### src/rtl/dmem_access_ctrl_if.sv
// dmem_access_ctrl_if: request/response and word-memory bus of the data memory access controller
interface dmem_access_ctrl_if;
  logic req_valid;
  logic req_ready;
  logic req_write;
  logic [1:0] req_size;
  logic req_unsigned;
  logic [31:0] req_addr;
  logic [31:0] req_wdata;
  logic resp_valid;
  logic [31:0] resp_rdata;
  logic resp_misaligned;
  logic [31:0] mem_addr;
  logic [31:0] mem_write_data;
  logic mem_memwrite;
  logic mem_memread;
  logic [31:0] mem_read_data;
  modport master (
    input req_valid, req_write, req_size, req_unsigned, req_addr, req_wdata, mem_read_data,
    output req_ready, resp_valid, resp_rdata, resp_misaligned, mem_addr, mem_write_data, mem_memwrite, mem_memread
  );
  modport slave (
    output req_valid, req_write, req_size, req_unsigned, req_addr, req_wdata, mem_read_data,
    input req_ready, resp_valid, resp_rdata, resp_misaligned, mem_addr, mem_write_data, mem_memwrite, mem_memread
  );
endinterface

### src/rtl/dmem_access_ctrl.sv
// dmem_access_ctrl: byte/half/word load-store initiator for a word-only memory; DMEM_LOAD_BYPASS_EN answers loads in RD_WAIT
module dmem_access_ctrl #(
  parameter int WORD_ADDR_BITS = 11
) (
  input logic clk,
  input logic reset,
  dmem_access_ctrl_if.master bus
);
  localparam int AW = WORD_ADDR_BITS + 2;
  typedef enum logic [2:0] {IDLE, RD, RD_WAIT, RMW_RD, RMW_MERGE, WR, RESP} state_t;
  state_t state_q, state_d;
  logic [AW-1:0] addr_q, addr_d;
  logic [31:0] wdata_q, wdata_d, mwd_q, mwd_d, rdata_q, rdata_d;
  logic [1:0] size_q, size_d;
  logic uns_q, uns_d, write_q, write_d, mis_q, mis_d;
  logic mis_in;
  logic [4:0] sh;
  logic [7:0] rbyte;
  logic [15:0] rhalf;
  logic [31:0] ext, mask, merged;
  always_comb begin
    mis_in = bus.req_size == 2'b11 || (bus.req_size == 2'b01 && bus.req_addr[0]) ||
             (bus.req_size == 2'b10 && bus.req_addr[1:0] != 2'b00);
    sh = {addr_q[1:0], 3'b000};
    rbyte = 8'(bus.mem_read_data >> sh);
    rhalf = addr_q[1] ? bus.mem_read_data[31:16] : bus.mem_read_data[15:0];
    ext = size_q == 2'b00 ? {{24{!uns_q && rbyte[7]}}, rbyte} :
          size_q == 2'b01 ? {{16{!uns_q && rhalf[15]}}, rhalf} : bus.mem_read_data;
    // halfwords are 2-byte aligned, so the byte shift also places them correctly
    mask = (size_q == 2'b00 ? 32'h0000_00ff : 32'h0000_ffff) << sh;
    merged = (bus.mem_read_data & ~mask) | ((wdata_q << sh) & mask);
    state_d = state_q;
    addr_d = addr_q;
    wdata_d = wdata_q;
    mwd_d = mwd_q;
    rdata_d = rdata_q;
    size_d = size_q;
    uns_d = uns_q;
    write_d = write_q;
    mis_d = mis_q;
    case (state_q)
      IDLE: if (bus.req_valid) begin
        addr_d = bus.req_addr[AW-1:0];
        wdata_d = bus.req_wdata;
        size_d = bus.req_size;
        uns_d = bus.req_unsigned;
        write_d = bus.req_write;
        mis_d = mis_in;
        if (mis_in) begin
          rdata_d = '0;
`ifdef DMEM_LOAD_BYPASS_EN
          state_d = bus.req_write ? RESP : RD_WAIT;
`else
          state_d = RESP;
`endif
        end else if (bus.req_write && bus.req_size == 2'b10) begin
          mwd_d = bus.req_wdata;
          state_d = WR;
        end else begin
          state_d = bus.req_write ? RMW_RD : RD;
        end
      end
      RD: state_d = RD_WAIT;
      RD_WAIT: begin
        rdata_d = mis_q ? '0 : ext;
`ifdef DMEM_LOAD_BYPASS_EN
        state_d = IDLE;
`else
        state_d = RESP;
`endif
      end
      RMW_RD: state_d = RMW_MERGE;
      RMW_MERGE: begin
        mwd_d = merged;
        state_d = WR;
      end
      WR: begin
        rdata_d = '0;
        state_d = RESP;
      end
      default: state_d = IDLE;
    endcase
  end
  always_ff @(posedge clk) begin
    if (reset) begin
      state_q <= IDLE;
      addr_q <= '0;
      wdata_q <= '0;
      mwd_q <= '0;
      rdata_q <= '0;
      size_q <= '0;
      uns_q <= 1'b0;
      write_q <= 1'b0;
      mis_q <= 1'b0;
    end else begin
      state_q <= state_d;
      addr_q <= addr_d;
      wdata_q <= wdata_d;
      mwd_q <= mwd_d;
      rdata_q <= rdata_d;
      size_q <= size_d;
      uns_q <= uns_d;
      write_q <= write_d;
      mis_q <= mis_d;
    end
  end
  assign bus.req_ready = state_q == IDLE;
`ifdef DMEM_LOAD_BYPASS_EN
  assign bus.resp_valid = state_q == RESP || state_q == RD_WAIT;
  assign bus.resp_rdata = state_q == RD_WAIT ? rdata_d : rdata_q;
`else
  assign bus.resp_valid = state_q == RESP;
  assign bus.resp_rdata = rdata_q;
`endif
  assign bus.resp_misaligned = bus.resp_valid && mis_q;
  assign bus.mem_addr = 32'(addr_q[AW-1:2]);
  assign bus.mem_write_data = mwd_q;
  assign bus.mem_memwrite = state_q == WR;
  assign bus.mem_memread = state_q == RD || state_q == RMW_RD;
endmodule
### src/flat_wrapper.sv
// flat-port wrapper written by rule: the top's interface ports become plain ports
module dmem_access_ctrl_flat 
#(
  parameter int WORD_ADDR_BITS = 11
)
  (clk, reset, bus_req_valid, bus_req_write, bus_req_size, bus_req_unsigned, bus_req_addr, bus_req_wdata, bus_mem_read_data, bus_req_ready, bus_resp_valid, bus_resp_rdata, bus_resp_misaligned, bus_mem_addr, bus_mem_write_data, bus_mem_memwrite, bus_mem_memread);
  dmem_access_ctrl_if bus_i ();
  input logic clk;
  input logic reset;
  input wire logic [$bits(bus_i.req_valid)-1:0] bus_req_valid;
  input wire logic [$bits(bus_i.req_write)-1:0] bus_req_write;
  input wire logic [$bits(bus_i.req_size)-1:0] bus_req_size;
  input wire logic [$bits(bus_i.req_unsigned)-1:0] bus_req_unsigned;
  input wire logic [$bits(bus_i.req_addr)-1:0] bus_req_addr;
  input wire logic [$bits(bus_i.req_wdata)-1:0] bus_req_wdata;
  input wire logic [$bits(bus_i.mem_read_data)-1:0] bus_mem_read_data;
  output wire logic [$bits(bus_i.req_ready)-1:0] bus_req_ready;
  output wire logic [$bits(bus_i.resp_valid)-1:0] bus_resp_valid;
  output wire logic [$bits(bus_i.resp_rdata)-1:0] bus_resp_rdata;
  output wire logic [$bits(bus_i.resp_misaligned)-1:0] bus_resp_misaligned;
  output wire logic [$bits(bus_i.mem_addr)-1:0] bus_mem_addr;
  output wire logic [$bits(bus_i.mem_write_data)-1:0] bus_mem_write_data;
  output wire logic [$bits(bus_i.mem_memwrite)-1:0] bus_mem_memwrite;
  output wire logic [$bits(bus_i.mem_memread)-1:0] bus_mem_memread;
  assign bus_i.req_valid = bus_req_valid;
  assign bus_i.req_write = bus_req_write;
  assign bus_i.req_size = bus_req_size;
  assign bus_i.req_unsigned = bus_req_unsigned;
  assign bus_i.req_addr = bus_req_addr;
  assign bus_i.req_wdata = bus_req_wdata;
  assign bus_i.mem_read_data = bus_mem_read_data;
  assign bus_req_ready = bus_i.req_ready;
  assign bus_resp_valid = bus_i.resp_valid;
  assign bus_resp_rdata = bus_i.resp_rdata;
  assign bus_resp_misaligned = bus_i.resp_misaligned;
  assign bus_mem_addr = bus_i.mem_addr;
  assign bus_mem_write_data = bus_i.mem_write_data;
  assign bus_mem_memwrite = bus_i.mem_memwrite;
  assign bus_mem_memread = bus_i.mem_memread;
  dmem_access_ctrl #(.WORD_ADDR_BITS(WORD_ADDR_BITS)) u_core (.clk(clk), .reset(reset), .bus(bus_i));
endmodule
### config.mk
export PLATFORM = sky130hd
export DESIGN_NAME = dmem_access_ctrl_flat
export DESIGN_NICKNAME = d
export VERILOG_FILES = /design/src/rtl/dmem_access_ctrl_if.sv /design/src/rtl/dmem_access_ctrl.sv /design/src/flat_wrapper.sv
export SDC_FILE = /design/constraint.sdc
export NUM_CORES = 1
export LEC_CHECK = 0
export ABC_CLOCK_PERIOD_IN_PS = 2000
export BUFFER_PORTS_ARGS = -buffer_cell sky130_fd_sc_hd__buf_4
export CAP_MARGIN = 20
export CELL_PAD_IN_SITES_DETAIL_PLACEMENT = 1
export CELL_PAD_IN_SITES_GLOBAL_PLACEMENT = 1
export CORE_ASPECT_RATIO = 0.8
export CORE_MARGIN = 2
export CORE_UTILIZATION = 31
export CTS_CLUSTER_SIZE = 28
export DETAILED_ROUTE_END_ITERATION = 12
export PLACE_DENSITY_LB_ADDON = 0.2
export SLEW_MARGIN = 5
export SYNTH_ARGS = -nofsm -noshare
export SYNTH_HDL_FRONTEND = slang
export SYNTH_SLANG_ARGS = --single-unit
### constraint.sdc
create_clock -name clk -period 2 [get_ports clk]
set_input_delay 0.4 -clock clk [delete_from_list [all_inputs] [get_ports clk]]
set_output_delay 0.4 -clock clk [all_outputs]
set_load 0.1 [all_outputs]
* Word-level counts from Yosys, hierarchy flattened *
Cells that the tools add are included.

word-level totals
  bits of input ports = 103
  flip-flop bits (word level) = 116
  logic and storage cells = 65
  output and inout bits = 101

cells by class
  equality and inequality tests = 14
  muxes and demuxes = 17
  reduce and logical (&&, ||, !) cells = 19
  bitwise logic cells = 4
  shifts and indexed selects = 3

operators with widths
  kind                number
  $mux 32             8
  $pmux 32 s3         1
  $and 32x32->32      2
  $pmux 32 s2         1
  $shl 32x5->32       2
  $mux 16             2
  $not 32->32         1
  $or 32x32->32       1
  $shr 32x5->8        1
  $pmux 3 s5          1
  $eq 3x3->1 const B  3
  $mux 3              3
  $eq 3x2->1 const B  2
  $logic_and 1x1->1   6
  $eq 2x1->1 const B  2
  $eq 2x2->1 const B  2
  $ne 2x1->1 const B  2
  $ne 2x2->1 const B  2
  $reduce_and 4->1    1
  $reduce_bool 2->1   2
  $eq 3x1->1 const B  1
  $logic_not 3->1     1
  $logic_or 1x1->1    3
  $reduce_and 3->1    1
  6 further kinds     6

* Depth between registers and ports, before layout *
Gate-level depths: netlist of the first run.

  depth after elaboration = 7
  mapped depth = 7
  gate-level depth less buffers = 4

* Worst setup path before layout of the first run *
OpenSTA, ideal clock, no wires.

  path kind = reg-to-output
  start = register u_core.state_q[2]
  end = output bus_resp_misaligned
  required time = 1.600 ns
  arrival time = 3.583 ns
  setup slack = -1.983 ns
  buffers on the path = 1
  cell stages (with the launch flop) = 5
  cell sequence = dfxtp_1 -> buf_2 -> inv_1 -> nor3_1 -> and2_1

on the way
  word-level cells in the longest chain between the ends = 2

RTL lines
  what                    RTL line                 source
  start, declared         dmem_access_ctrl.sv:11   state_t state_q, state_d;
  start signal, assigned  dmem_access_ctrl.sv:96   state_q <= state_d;
  $eq 3x3->1              dmem_access_ctrl.sv:112  assign bus.resp_valid = state_q == RESP;
  net bus_resp_valid      flat_wrapper.sv:18       output wire logic [$bits(bus_i.resp_valid)-1:0] bus_resp_valid;
  $logic_and 1x1->1       dmem_access_ctrl.sv:115  assign bus.resp_misaligned = bus.resp_valid && mis_q;
  end, declared           flat_wrapper.sv:20       output wire logic [$bits(bus_i.resp_misaligned)-1:0] bus_resp_misaligned;

The timed path passes the listed nets, and every way through them passes these cells.

* Worst setup path in the final report of the first run *
  start = register u_core.state_q[0]
  end = register u_core.mwd_q[25] (netlist: u_core.bus.mem_write_data[25])

on the way
  word-level cells in the longest chain between the ends = 3
  elaborated cells on any way between the ends = 8
  those cells by class = 4 x eq/ne; 1 x mux; 3 x reduce/logical

RTL lines
  what                                                  RTL line                source
  $logic_not 3->1 / $eq 3x3->1 (equally long branches)  dmem_access_ctrl.sv:41  case (state_q)
  $ne 2x2->1 (no source line) (tied with other cells)   -
  $reduce_and 4->1 (no source line)                     -
  end signal, assigned                                  dmem_access_ctrl.sv:99  mwd_q <= mwd_d;
  end, declared                                         dmem_access_ctrl.sv:13  logic [31:0] wdata_q, wdata_d, mwd_q, mwd_d, rdata_q, rdata_d;

Parallel ways exist; a longest one is shown, timed or not.
A chain may end at the register's enable or synchronous reset.

==> impl_metrics.ini, run 1 <==
[timing]
rsz0062_at_grt = true
max_slew_margin_vs_limit_pct = 50.3
fmax_ghz = 0.508
timing.final.hold_violations = 0
final.setup_skew_ns = 0.00949
setup_viol_count_final = 0
final.period_utilization_pct = 98.4
final_critical_path_setup_slack_ns = 0.0323
worstMarginPinSlew_ns = 0.746
final_max_slew_viol_count = 0
final.min_clock_period_ns = 1.97
timing.setup.tns_ns = 0

[place]
detailed_place_hpwl_mm = 14.6
io_buffer_count = 163
pre_cts_ws_ns = -0.0270
place.gp.congestion = 0.866

[synthesis]
ys_async_rst_share_pct = 0
synth_area_leaders = dfxtp_1 (38%), nand2_1 (5.9%), a21oi_1 (5.1%)
number_of_synthesized_flops_with_an_enable_pin = 0
synth_flop_cell = dfxtp_1
ys_warns = 0
synth.ff_latch_count = 100
synthesis.instances = 635
mappedNetlistArea_um2 = 5250
synthesis.area_per_instance_um2 = 8.27
synth_unique_cells = 53
synth-seq-area-share_pct = 38.1
ys_top_cells_by_count = dfxtp_1 (100), nand2_1 (82), a21oi_1 (53)
synth_top_area_cell = dfxtp_1
yosysTopAreaCellShare_pct = 38.1
post-synth-top-count-cell = dfxtp_1

[clock_tree]
cell_at_the_root_of_the_clock_tree = clkbuf_16
cts_buffer_depth = 2
cts_sinks = 100
worstSkewPairLatency_ns = 0.36
cts.reportedPaths.clkPinSlew_ns = 0.07
htreeDepth = 3
tritoncts_clock_tree = built
tritoncts.num_buffers = 9

[finish]
proportion_of_layout_cells_with_a_drive_suffix_above_1_pct = 32.6
fillers = 1963
finish.net_count = 884
antenna_cells = 0
syn_to_final_growth_pct = 34.7
multi_input_comb_area_um2 = 2810
final-seq-area_um2 = 2010

[route]
met3_wirelength_mm = 1.16
detail_route.vias_per_cell = 5.24
drcViolationCount = 0
met2RoutedLength_mm = 8.97
postRouteAntennaNets = 0
firstDrtPassIters = 4
route.vias.total = 5274
initialDrtViolationCount = 302
highest_layer = met4
post_dr_wirelength_cell_um = 19.7
drt-total-wl_mm = 19.8
detail_route.wirelength.met1_mm = 9.33

[floorplanning]
core_um2 = 16600
floorplan.initialDensity_pct = 31.7
die_height_um = 120
core.rowCount = 42
die_width_um = 150
top_level_ports = 204
floorplan.die_area_um2 = 18000

[setup_path]
crit_type = reg -> reg
setup.worst_path.end_class = flip-flop
timing.critical_path.fanout_max = 7
cp_data_required_time_ns = 2.21
critical_path.startpoint_type = flip-flop
cp.arrival_ns = 2.17

[run]
timing.max_cap.violations = 0

[power_and_ir_drop]
peakVddDrop_v = 0.000466
totalPowerFinal_mw = 7.21
power-per-cell-area_nw_per_um2 = 1020
leakagePower_nw = 2.85

[grt]
grt_first_pass_wirelength_mm = 29.8
antenna_found_initial = 0
largest_net_degree_at_the_start_of_global_routing = 71
global_route.usage.total_pct = 21.5
grt_overflow_total = 0
grt_pass1_vias = 5385

[outcome]
status = completed

[hold_path]
worst_hold_path_type = in -> reg
-- metrics by stage --
step / instance area, um2 / instances / hold WS, ns / util [%]
finish: 7070 / 1006 / 0.279 / 42.7
global route: 7070 / 1006 / 0.279 / 42.7
CTS: 7020 / 1002 / 0.267 / 42.4
detailed placement: 6730 / 986 / 0.450 / 40.7
global placement: 6730 / 986 / 0.444 / 40.7
floorplan: 5420 / 655 / 0.437 / -
-- layer usage --
metal / vias up / global-route usage [%]
met5: - / 0
met4: 0 / 6.55
met3: 23 / 4.94
met2: 162 / 34.0
met1: 2565 / 29.2
li1: 2524 / -
-- logic make-up (layout without fill, tap and decap cells) --
group,Yosys count,in the layout,synth area share (%)
AO/OA/AOI/OAI,202,202,28.0
buffers and inverters,123,252,11.7
flip-flops,100,100,38.1
multiplexers,20,20,5.31
other,1,21,0.0714
AND/OR/NAND/NOR,189,191,16.8
-- worst paths after layout --
path	start	end	slack, ns	cells past startpoint
min reg2reg	u_core.addr_q[7]$_SDFFE_PP0P_	u_core.addr_q[7]$_SDFFE_PP0P_	0.46	2
min	bus_req_addr[8]	u_core.addr_q[8]$_SDFFE_PP0P_	0.28	3
max reg2reg	u_core.state_q[0]$_SDFFE_PP0P_	u_core.bus.mem_write_data[25]$_SDFFE_PP0P_	0.03	4
max	u_core.state_q[0]$_SDFFE_PP0P_	u_core.bus.mem_write_data[25]$_SDFFE_PP0P_	0.03	4
-- cell type report --
class | instances | share of cell area, %
clock buffers | 11 | 3.29
repair buffers | 203 | 22.3
clock inverters | 5 | 0.513
inverters | 33 | 1.79
multi-input cells | 434 | 39.8
flip-flops and latches | 100 | 28.4
well taps | 220 | 3.89
-- cell usage in the layout (no fill, tap or decap), types with 8 or more instances in the layout --
master / synthesis / final
a211oi_1: 11 / 10
o22ai_1: 15 / 15
nor2b_1: 12 / 11
nand2_1: 82 / 82
a22o_1: 25 / 25
o2bb2ai_1: 8 / 8
dfxtp_1: 100 / 97
clkbuf_16: 0 / 9
conb_1: 1 / 21
a311o_1: 8 / 8
o21ai_0: 17 / 17
a21oi_1: 53 / 52
inv_1: 33 / 31
nor2_1: 46 / 42
buf_4: 32 / 196
mux2i_1: 11 / 11
a2111oi_0: 23 / 23
nor3_1: 13 / 10
nand2b_1: 20 / 20
-- critical path, cell delays in order (launching register included) --
cell and delay (ns):
dfxtp_4 0.37, or4b_4 0.59, or4_4 0.63, nor2_1 0.14, a2111oi_0 0.07
-- power by group --
part / internal, mW / switching (mW)
sequential: 2.21 / 0.175
clock: 0.848 / 0.831
combinational: 0.825 / 2.32
total: 3.89 / 3.32
-- timing repair --
item / 4_1_cts / 5_1_grt
endpoints found under the hold margin: 0 / 0
resized for setup: 4 / 13
pin swaps: 0 / 3
hold buffers: 0 / 0
setup buffers: 0 / 2
endpoints found under the setup margin: 8 / 16
gates cloned: 0 / 2
-- sequential cells by signal, summed over array words and instances (netlist names) --
name,cells
u_core.state_q,3
u_core.bus.mem_write_data,32
u_core.bus.resp_rdata,32
u_core.size_q,2
u_core.mis_q,1
u_core.uns_q,1
u_core.wdata_q,16
u_core.addr_q,13
Power figures use the tool's default switching activity.
==> inputs of run 2 (changes only) <==
CORE_ASPECT_RATIO = unset   (was 0.8)
==> run 2 against run 1 <==
  * Cell area barely moved
  * Global-route usage up 0.17 points
  * Cell count about the same
  * Register-to-register slack improved by 0.08 ns
  * Largest cell class unchanged
==> impl_metrics.ini, run 2 (synthesis gave the netlist of run 1 again) <==
[outcome]
status = completed

[timing]
final.setup_skew_ns = 0.00742
rsz0062_at_grt = false
fmax_ghz = 0.522
final_critical_path_setup_slack_ns = 0.0837
timing.final.hold_violations = 0
worstMarginPinSlew_ns = 0.744
setup_viol_count_final = 0
final.min_clock_period_ns = 1.92
max_slew_margin_vs_limit_pct = 50.4
final_max_slew_viol_count = 0
final.period_utilization_pct = 95.8

[hold_path]
worst_hold_path_type = in -> reg

[place]
detailed_place_hpwl_mm = 14.8
pre_cts_ws_ns = -0.0987
place.gp.congestion = 0.896
io_buffer_count = 163

[setup_path]
critical_path.startpoint_type = flip-flop
crit_type = reg -> out
cp_data_required_time_ns = 1.60
setup.worst_path.end_class = output pin
timing.critical_path.fanout_max = 8
cp.arrival_ns = 1.52

[route]
drcViolationCount = 0
firstDrtPassIters = 5
drt-total-wl_mm = 19.5
post_dr_wirelength_cell_um = 19.4
detail_route.vias_per_cell = 5.27
route.vias.total = 5308
initialDrtViolationCount = 284
postRouteAntennaNets = 0

[clock_tree]
ctsHoldBuffers = 0
worstSkewPairLatency_ns = 0.36
cell_at_the_root_of_the_clock_tree = clkbuf_16
htreeDepth = 3
cts_buffer_depth = 2
tritoncts_clock_tree = built
cts.reportedPaths.clkPinSlew_ns = 0.07
cts_sinks = 100
tritoncts.num_buffers = 9

[power_and_ir_drop]
power-per-cell-area_nw_per_um2 = 1020
peakVddDrop_v = 0.000444
totalPowerFinal_mw = 7.19
leakagePower_nw = 2.86

[finish]
syn_to_final_growth_pct = 34.6
final_core_utilization_pct = 42.6
finish.net_count = 885
proportion_of_layout_cells_with_a_drive_suffix_above_1_pct = 32.3
layout_commonest_cell = buf_4
antenna_cells = 0
most-common-layout-cells = buf_4 (201), dfxtp_1 (96), nand2_1 (82), a21oi_1 (52), nor2_1 (44)

[floorplanning]
top_level_ports = 204
floorplan.initialDensity_pct = 31.7
core_um2 = 16600
die_height_um = 134
core.rowCount = 47
die_width_um = 134
floorplan.die_area_um2 = 18000

[grt]
global_route.usage.total_pct = 21.7
grt_first_pass_wirelength_mm = 30.3
largest_net_degree_at_the_start_of_global_routing = 71
grt_pass1_vias = 5335
grt_overflow_total = 0
antenna_found_initial = 0

[run]
timing.max_cap.violations = 0
## run 2: changes by cell type in the layout (fill, tap and decap cells not counted), sizes merged
cell / before / now
buf: 203 / 206
clkinvlp: 3 / 2
inv: 34 / 33
clkinv: 1 / 2
clkbuf: 11 / 12
or4: 4 / 2
## run 2: worst paths after layout
kind	start	endpoint	slack, ns	cells past startpoint
worst max-delay path	u_core.state_q[1]$_SDFFE_PP0P_	bus_resp_misaligned	0.08	4
worst min-delay path	bus_req_addr[9]	u_core.addr_q[9]$_SDFFE_PP0P_	0.28	3
worst max register to register	u_core.state_q[2]$_SDFFE_PP0P_	u_core.bus.mem_write_data[25]$_SDFFE_PP0P_	0.11	4
worst min register to register	u_core.addr_q[9]$_SDFFE_PP0P_	u_core.addr_q[9]$_SDFFE_PP0P_	0.46	2
## run 2: per-layer routing
metal | up-vias | part of all wire, % | track usage (%)
met1 | 2583 | 45 | 29.3
li1 | 2522 | - | -
met2 | 181 | 47 | 35.1
met3 | 22 | 6.0 | 4.46
met5 | - | 0 | 0
met4 | 0 | 1.9 | 6.08
## run 2: through the flow
stage               TNS (ns)  hold WS (ns)  instances  cell area, um2
floorplan             -0.747         0.437        655            5420
global placement      -0.104         0.444        991            6760
detailed placement    -0.133         0.452        991            6760
CTS                        0         0.274       1007            7040
global route               0         0.273       1007            7070
finish                     0         0.278       1007            7070
## run 2: cell type report
cell class | count | area, um2
multi-input cells | 432 | 2790
clock buffers | 12 | 246
repair buffers | 206 | 1600
fillers | 2015 | 9510
flip-flops and latches | 100 | 2010
well taps | 220 | 275
inverters | 33 | 126
clock inverters | 4 | 25.0
## run 2: where the power goes
group / total (mW) / internal [mW] / switching (mW) / leakage (nW)
Combinational: 3.14 / 0.822 / 2.32 / 1.92
Clock: 1.67 / 0.875 / 0.792 / 0.129
Sequential: 2.39 / 2.22 / 0.172 / 0.818
## run 2: what timing repair did
| item | CTS | global route |
|---|---|---|
| endpoints found under the hold margin | 0 | 0 |
| buffers inserted | 0 | 0 |
| setup endpoints to repair | 3 | 9 |
| gates resized for setup | 4 | 8 |
## run 2: worst max-delay path: stages (launching register included)
cell	delay, ns
dfxtp_2	0.43
inv_1	0.13
nor3_4	0.22
and2_4	0.16
buf_6	0.21
